--- src/rtl/decode_execute_reg.sv ---
// Decode/Execute pipeline register with stall hold, flush bubble insertion
// and a saturating count of inserted bubbles.
module decode_execute_reg #(
    parameter int XLEN      = 32,
    parameter int RADDR_W   = 5,
    parameter int ALUCTRL_W = 3
) (
    input  logic                 clk,
    input  logic                 rst,
    input  logic                 StallE,
    input  logic                 FlushE,
    input  logic                 ValidD,
    input  logic                 RegWriteD,
    input  logic [1:0]           ResultSrcD,
    input  logic                 MemWriteD,
    input  logic                 JumpD,
    input  logic                 BranchD,
    input  logic                 ALUSrcD,
    input  logic [ALUCTRL_W-1:0] ALUControlD,
    input  logic [XLEN-1:0]      RD1D,
    input  logic [XLEN-1:0]      RD2D,
    input  logic [XLEN-1:0]      ImmExtD,
    input  logic [XLEN-1:0]      PCD,
    input  logic [XLEN-1:0]      PCPlus4D,
    input  logic [RADDR_W-1:0]   Rs1D,
    input  logic [RADDR_W-1:0]   Rs2D,
    input  logic [RADDR_W-1:0]   RdD,
    output logic                 ValidE,
    output logic                 RegWriteE,
    output logic [1:0]           ResultSrcE,
    output logic                 MemWriteE,
    output logic                 JumpE,
    output logic                 BranchE,
    output logic                 ALUSrcE,
    output logic [ALUCTRL_W-1:0] ALUControlE,
    output logic [XLEN-1:0]      RD1E,
    output logic [XLEN-1:0]      RD2E,
    output logic [XLEN-1:0]      ImmExtE,
    output logic [XLEN-1:0]      PCE,
    output logic [XLEN-1:0]      PCPlus4E,
    output logic [RADDR_W-1:0]   Rs1E,
    output logic [RADDR_W-1:0]   Rs2E,
    output logic [RADDR_W-1:0]   RdE,
    output logic [15:0]          BubbleCount
);

    localparam int BW = 8 + ALUCTRL_W + 5 * XLEN + 3 * RADDR_W;

    logic [BW-1:0] bundle_in;
    logic [BW-1:0] bundle_d;
    logic [BW-1:0] bundle_q;
    logic [15:0]   bubble_cnt_d;
    logic [15:0]   bubble_cnt_q;

    assign bundle_in = {ValidD, RegWriteD, ResultSrcD, MemWriteD, JumpD, BranchD,
                        ALUSrcD, ALUControlD, RD1D, RD2D, ImmExtD, PCD, PCPlus4D,
                        Rs1D, Rs2D, RdD};

    // An all-zero bundle is a canonical no-op: add, rd=x0, never a forwarding match.
    always_comb begin
        bundle_d     = bundle_q;
        bubble_cnt_d = bubble_cnt_q;
        if (FlushE) begin
            bundle_d = '0;
            if (bubble_cnt_q != 16'hFFFF) begin
                bubble_cnt_d = bubble_cnt_q + 16'd1;
            end
        end else if (!StallE) begin
            bundle_d = bundle_in;
        end
    end

    always_ff @(posedge clk or posedge rst) begin
        if (rst) begin
            bundle_q     <= '0;
            bubble_cnt_q <= '0;
        end else begin
            bundle_q     <= bundle_d;
            bubble_cnt_q <= bubble_cnt_d;
        end
    end

    assign {ValidE, RegWriteE, ResultSrcE, MemWriteE, JumpE, BranchE,
            ALUSrcE, ALUControlE, RD1E, RD2E, ImmExtE, PCE, PCPlus4E,
            Rs1E, Rs2E, RdE} = bundle_q;

    assign BubbleCount = bubble_cnt_q;

endmodule

--- config.mk ---
export PLATFORM = sky130hd
export DESIGN_NAME = decode_execute_reg
export DESIGN_NICKNAME = d
export VERILOG_FILES = /design/src/rtl/decode_execute_reg.sv
export SDC_FILE = /design/constraint.sdc
export NUM_CORES = 1
export LEC_CHECK = 0
export CORE_MARGIN = 8
export CORE_UTILIZATION = 44
export DETAILED_ROUTE_END_ITERATION = 8
export GPL_TIMING_DRIVEN = 0
export PLACE_DENSITY = 0.86
export SYNTH_ARGS = -nofsm -noshare
export SYNTH_HDL_FRONTEND = slang
export SYNTH_SLANG_ARGS = --single-unit
--- constraint.sdc ---
create_clock -name clk -period 16.7 [get_ports clk]
set_clock_uncertainty 0.2 [all_clocks]
set_input_delay 3.34 -clock clk [delete_from_list [all_inputs] [get_ports clk]]
set_output_delay 3.34 -clock clk [all_outputs]
set_load 0.03 [all_outputs]
==> Word level (Yosys, flattened, before mapping) <==
Index checks and enable logic that the tools add are counted.
{ "word_totals": {"ff_bits": 202, "in_bits": 190, "out_inout_bits": 202, "elab_cells": 8} }
{ "classes": {"n_addsub": 1, "eq_ne": 2, "muxes": 2, "n_reduce_logical": 1} }
{ "op_table": {"columns": ["cell", "count"], "rows": [
  ["$mux W186", 2],
  ["$add A16 B1 Y16 const B", 1],
  ["$ne A16 B16 Y1 const B", 1],
  ["$ne A2 B1 Y1 const B", 1],
  ["$reduce_and A2 Y1", 1]
]} }

==> Depth between registers and ports, before layout <==
{ "depth": {"word_depth": 2, "depth_mapped": 5, "ltp_nobuf": 5} }

==> Worst setup path before layout <==
No wires, ideal clock.
{ "synth_timing": {"path_kind": "input port to flip-flop", "from": "in StallE", "to": "reg bundle_q[100]", "setup_ps": 132, "arrival_ps": 4252, "t_required_ps": 16368, "setup_slack_ps": 12117, "path_stages": 5, "n_path_buf": 3, "cell_sequence": "clkbuf_1 buf_2 buf_2 mux2i_1 nor2_1"} }
{ "synth_between": {"elab_chain_len": 1} }
{ "synth_lines": {"columns": ["element", "line_no", "rtl"], "rows": [
  ["start: declaration", "10", "input logic StallE,"],
  ["$ne A2 B1 Y1 (no line)", null, null],
  ["end signal: assignment", "78", "bundle_q <= bundle_d;"],
  ["end: declaration", "51", "logic [BW-1:0] bundle_q;"]
]} }
No other way between the ends.
A chain may end at the register's enable or synchronous reset.

==> Worst setup path after layout <==
{ "layout_timing": {"from": "reg bubble_cnt_q[7], in the netlist BubbleCount[7]", "to": "out BubbleCount[7]"} }
{ "layout_rtl": {"columns": ["element", "line_no", "rtl"], "rows": [
  ["start: declaration", "53", "logic [15:0] bubble_cnt_q;"],
  ["start signal: assignment", "79", "bubble_cnt_q <= bubble_cnt_d;"],
  ["end: declaration", "44", "output logic [15:0] BubbleCount"]
]} }
No word-level cell between the ends.

==> results <==
- The highest cell delay on the worst timing path is around 0.74 ns.
- The post-route antenna net violation count is 0.
- Setup repair after global routing left no endpoint under its margin.
- The analysis attributes to cell leakage a power of 6.18 nW.
- Entering global routing, the biggest net connects ~120 pins.
- The die outline height is 152 µm.
- Static timing analysis puts the maximum clock frequency at 190 MHz.
- The filler cells instantiated in the layout total 1333.
- In this run the mean area of a mapped cell was 12.1 µm².
- The clock tree from TritonCTS is built.
- The post-synthesis to final-layout area growth is 60.4%.
- Synthesis handed over a netlist of 677 instances.
- The worst setup slack before clock tree synthesis is 11.16 ns.
- The number of hold buffers added after cts is 0.
- The floorplan step defined a die boundary enclosing 0.0232 mm².
- The library cell used most frequently in the layout, excluding fill and tap cells, is sky130_fd_sc_hd__clkdlybuf4s50_1.
- The number of clock buffers inserted by TritonCTS is 22.
- VDD sags by at most 0.0956 mV.
- The count of unique library cells instantiated by Yosys is 27.
- The count of buffer and inverter cells on the critical path is 1.
- The library cell used as clock root buffer is sky130_fd_sc_hd__clkbuf_16.
- For the finished layout, the period the worst path requires is 5.26 ns.
- The floorplan step set the die width to 152 µm.
- In this run the standard cell core region covers 0.0185 mm².
- The buffer depth of the longest clock path is 3.
- The number of nets handed over by synthesis was about 870.
- The tightest slew margin relative to the limit is about 46%.
- The number of global-route vias before repair was 7238.
- The number of placement rows is 50.
- The hold violation count in the final report came to 0.
- Once the floorplan was initialized, standard cells occupied 44.4% of the core.
- Clock-pin slew was measured on the worst setup and hold paths at roughly 0.06 ns.
- The latest clock arrival within the worst-skew pair is 0.49 ns.
- The number of gates resized after CTS is 0.
- The worst path arrival time is around 1.7 ns.
- The detailed router placed ~6700 vias in this run.
- The signal on the critical path passes through clkdlybuf4s50_1.
- For this design the top-level I/O count stands at 392.
- Detailed placement finished with a half-perimeter wire length of between 20 and 25 mm.
- The internal power of the cells totals 0.939 mW.
- The final design utilization is 71.2%.
- The nature of the critical path endpoint is an output pin.
- Net switching is 28.4% of the power.
- The slowest stage of the critical path belongs to the cell sky130_fd_sc_hd__clkdlybuf4s50_1.
- The final number of max-transition violations is 0.
- The total of max-cap violations is 0.
- Input and output buffers added on the ports amount to 390.
- The detail-routed net length per standard cell is 20.7 µm.
- The share of synthesized area occupied by flip-flops and latches is 61.7%.
- The number of DRC markers after the initial detailed-route iteration is 189.
- Cells with a size suffix above 1 make up under 10% of the layout.
- The clock net sink count is 202.
- After synthesis the netlist holds a flip-flop and latch count of 202.
- The pre-antenna-repair detailed-routing pass consisted of 4 iterations.
- The post-CTS setup repair buffer count is 0.
- Among cell families on the critical path, the largest total delay comes from buffers and inverters.
- The combined global-route utilization of all metal layers is between 20% and 30%.
- Setup violations remaining at the end of the flow were counted as 0.
- The run finished with clean final reports.
- In the final design database the tool counted 1283 nets.
- For the worst setup path, the data required time is 13.16 ns.
- The global placement routability congestion is 0.814.
- The initial antenna violation count is 3.
- In this run the worst hold path is classified as reg2reg.
- The analysis attributes to net switching a power of 0.372 mW.
- The global route total overflow is 0.
- Per report_power, the clock group accounts for 35.9% of the total.
- At the pin with the least slew margin, the transition time is 0.804 ns.
- The worst path uses 31.5% of the clock period.
- The largest fanout on the critical path is 7.
- The setup TNS after final layout is 0 ns.
- The type of the worst setup path is reg2out.
- The maximum level of the CTS H-tree is 1.
- The startpoint type of the worst setup path is a flop.
- The total wire length after detailed routing is 27.9 mm.
- Setup slack on the critical path of the routed design comes to around 11 ns.
- Using the TritonRoute via totals, the vias-per-cell ratio works out to 4.96.
- The combined area of all synthesized cells is 0.00819 mm².
- In this run, the combinational gates consume 22.1% of the power.
- The count of warnings emitted by yosys is 0.
- The first-pass GRT wire length is 42.5 mm.
- Of the total power, registers draw 42.0%.
- The power density over cell area is 99.8 mW/mm².
- In the routed design, unresolved DRC markers number 0.
- The library cells used most frequently in the layout, excluding fill and tap cells, are 390 x sky130_fd_sc_hd__clkdlybuf4s50_1, 202 x sky130_fd_sc_hd__dfrtp_1, 193 x sky130_fd_sc_hd__nor2_1, 186 x sky130_fd_sc_hd__mux2i_1.
==> synthesized netlist by cell type <==
master	number	area [µm²]
sky130_fd_sc_hd__nor2_1	193	724
sky130_fd_sc_hd__a21oi_1	4	20.0
sky130_fd_sc_hd__nand3_1	6	30.0
sky130_fd_sc_hd__ha_1	1	12.5
sky130_fd_sc_hd__or4_1	1	7.51
sky130_fd_sc_hd__o21ai_1	1	5.00
sky130_fd_sc_hd__nand2b_1	1	6.26
sky130_fd_sc_hd__buf_1	5	18.8
sky130_fd_sc_hd__dfrtp_1	202	5050
sky130_fd_sc_hd__mux2_1	1	11.3
sky130_fd_sc_hd__buf_2	20	100
sky130_fd_sc_hd__xor2_1	3	26.3
sky130_fd_sc_hd__o41a_1	1	11.3
sky130_fd_sc_hd__clkbuf_1	17	63.8
sky130_fd_sc_hd__nand3b_1	1	7.51
sky130_fd_sc_hd__nand2_1	7	26.3
sky130_fd_sc_hd__nor3_1	4	20.0
sky130_fd_sc_hd__xnor2_1	7	61.3
sky130_fd_sc_hd__nand4_1	6	37.5
sky130_fd_sc_hd__nand4_2	2	25.0
sky130_fd_sc_hd__mux2i_1	186	1860
sky130_fd_sc_hd__o41ai_2	1	16.3
sky130_fd_sc_hd__and2_1	1	6.26
sky130_fd_sc_hd__nor4_1	1	6.26
sky130_fd_sc_hd__inv_1	2	7.51
sky130_fd_sc_hd__o21a_1	2	15.0
sky130_fd_sc_hd__and3_1	1	6.26
==> worst reg2reg max path, stage by stage, from the launching register on <==
cell and delay (ns):
sky130_fd_sc_hd__dfrtp_1 0.41, sky130_fd_sc_hd__ha_1 0.26, sky130_fd_sc_hd__nand4_1 0.28, sky130_fd_sc_hd__or4_1 0.48
sky130_fd_sc_hd__a21oi_1 0.17, sky130_fd_sc_hd__xor2_1 0.15
==> logic make-up after synthesis <==
group           count (synthesis)  share of synthesized area [%]
simple gates                  224                           11.0
compound gates                  9                          0.825
flops                         202                           61.7
buf+inv                        44                           2.32
xor+xnor                       10                           1.07
mux                           187                           22.9
fa+ha+maj                       1                          0.153
==> power by group through the flow <==
stage	registers (mW)	logic (mW)	clock network, mW
after global placement	0.556	0.285	0
after floorplan	0.623	0.0784	0
final	0.550	0.289	0.471
after detailed placement	0.558	0.290	0
after CTS	0.550	0.292	0.482
after global routing	0.555	0.307	0.499
==> registers in the layout, summed over array words and instances (netlist names) <==
register and cells:
bundle_q 186, BubbleCount 16
==> worst paths after layout <==
kind / start / to / slack [ns] / cells past startpoint
max: BubbleCount[7] / BubbleCount[7] / 11.44 / 1
min: BubbleCount[15] / BubbleCount[15] / 0.31 / 1
max reg2reg: BubbleCount[0] / BubbleCount[14] / 14.68 / 5
min reg2reg: BubbleCount[15] / BubbleCount[15] / 0.31 / 1
max in group asynchronous: rst / bundle_q[181] / 12.16 / 3
min in group asynchronous: rst / bundle_q[72] / 3.23 / 2
==> layer usage <==
metal / track usage [%] / vias up / part of all wire, %
li1: - / 3097 / -
met1: 25.7 / 3244 / 38
met2: 40.9 / 267 / 51
met3: 6.92 / 56 / 7.9
met4: 9.90 / 0 / 3.4
met5: 0 / - / 0
==> layout make-up <==
| type | instances | area, µm² | share of cell area [%] |
|---|---|---|---|
| multi-input combinational | 431 | 2940 | 22.4 |
| timing repair buffer | 391 | 3930 | 29.9 |
| sequential | 202 | 5050 | 38.5 |
| clock inverter | 2 | 10.0 | 0.0762 |
| tap | 234 | 293 | 2.23 |
| clock buffer | 36 | 694 | 5.29 |
| antenna | 3 | 7.51 | 0.0572 |
| buffer | 42 | 183 | 1.39 |
| inverter | 2 | 15.0 | 0.114 |
==> per-stage QoR <==
| stage | power (mW) | cells | hold slack (ns) | cell area (µm²) |
|---|---|---|---|---|
| 2_1_floorplan | 0.702 | 677 | 0.470 | 8190 |
| 3_3_place_gp | 0.841 | 1301 | 0.291 | 12400 |
| 3_5_place_dp | 0.848 | 1302 | 0.293 | 12400 |
| 4_1_cts | 1.32 | 1340 | 0.300 | 13100 |
| 5_1_grt | 1.36 | 1343 | 0.324 | 13100 |
| 6_report | 1.31 | 1343 | 0.310 | 13100 |
Note: power is estimated with default switching activity, not from simulation.
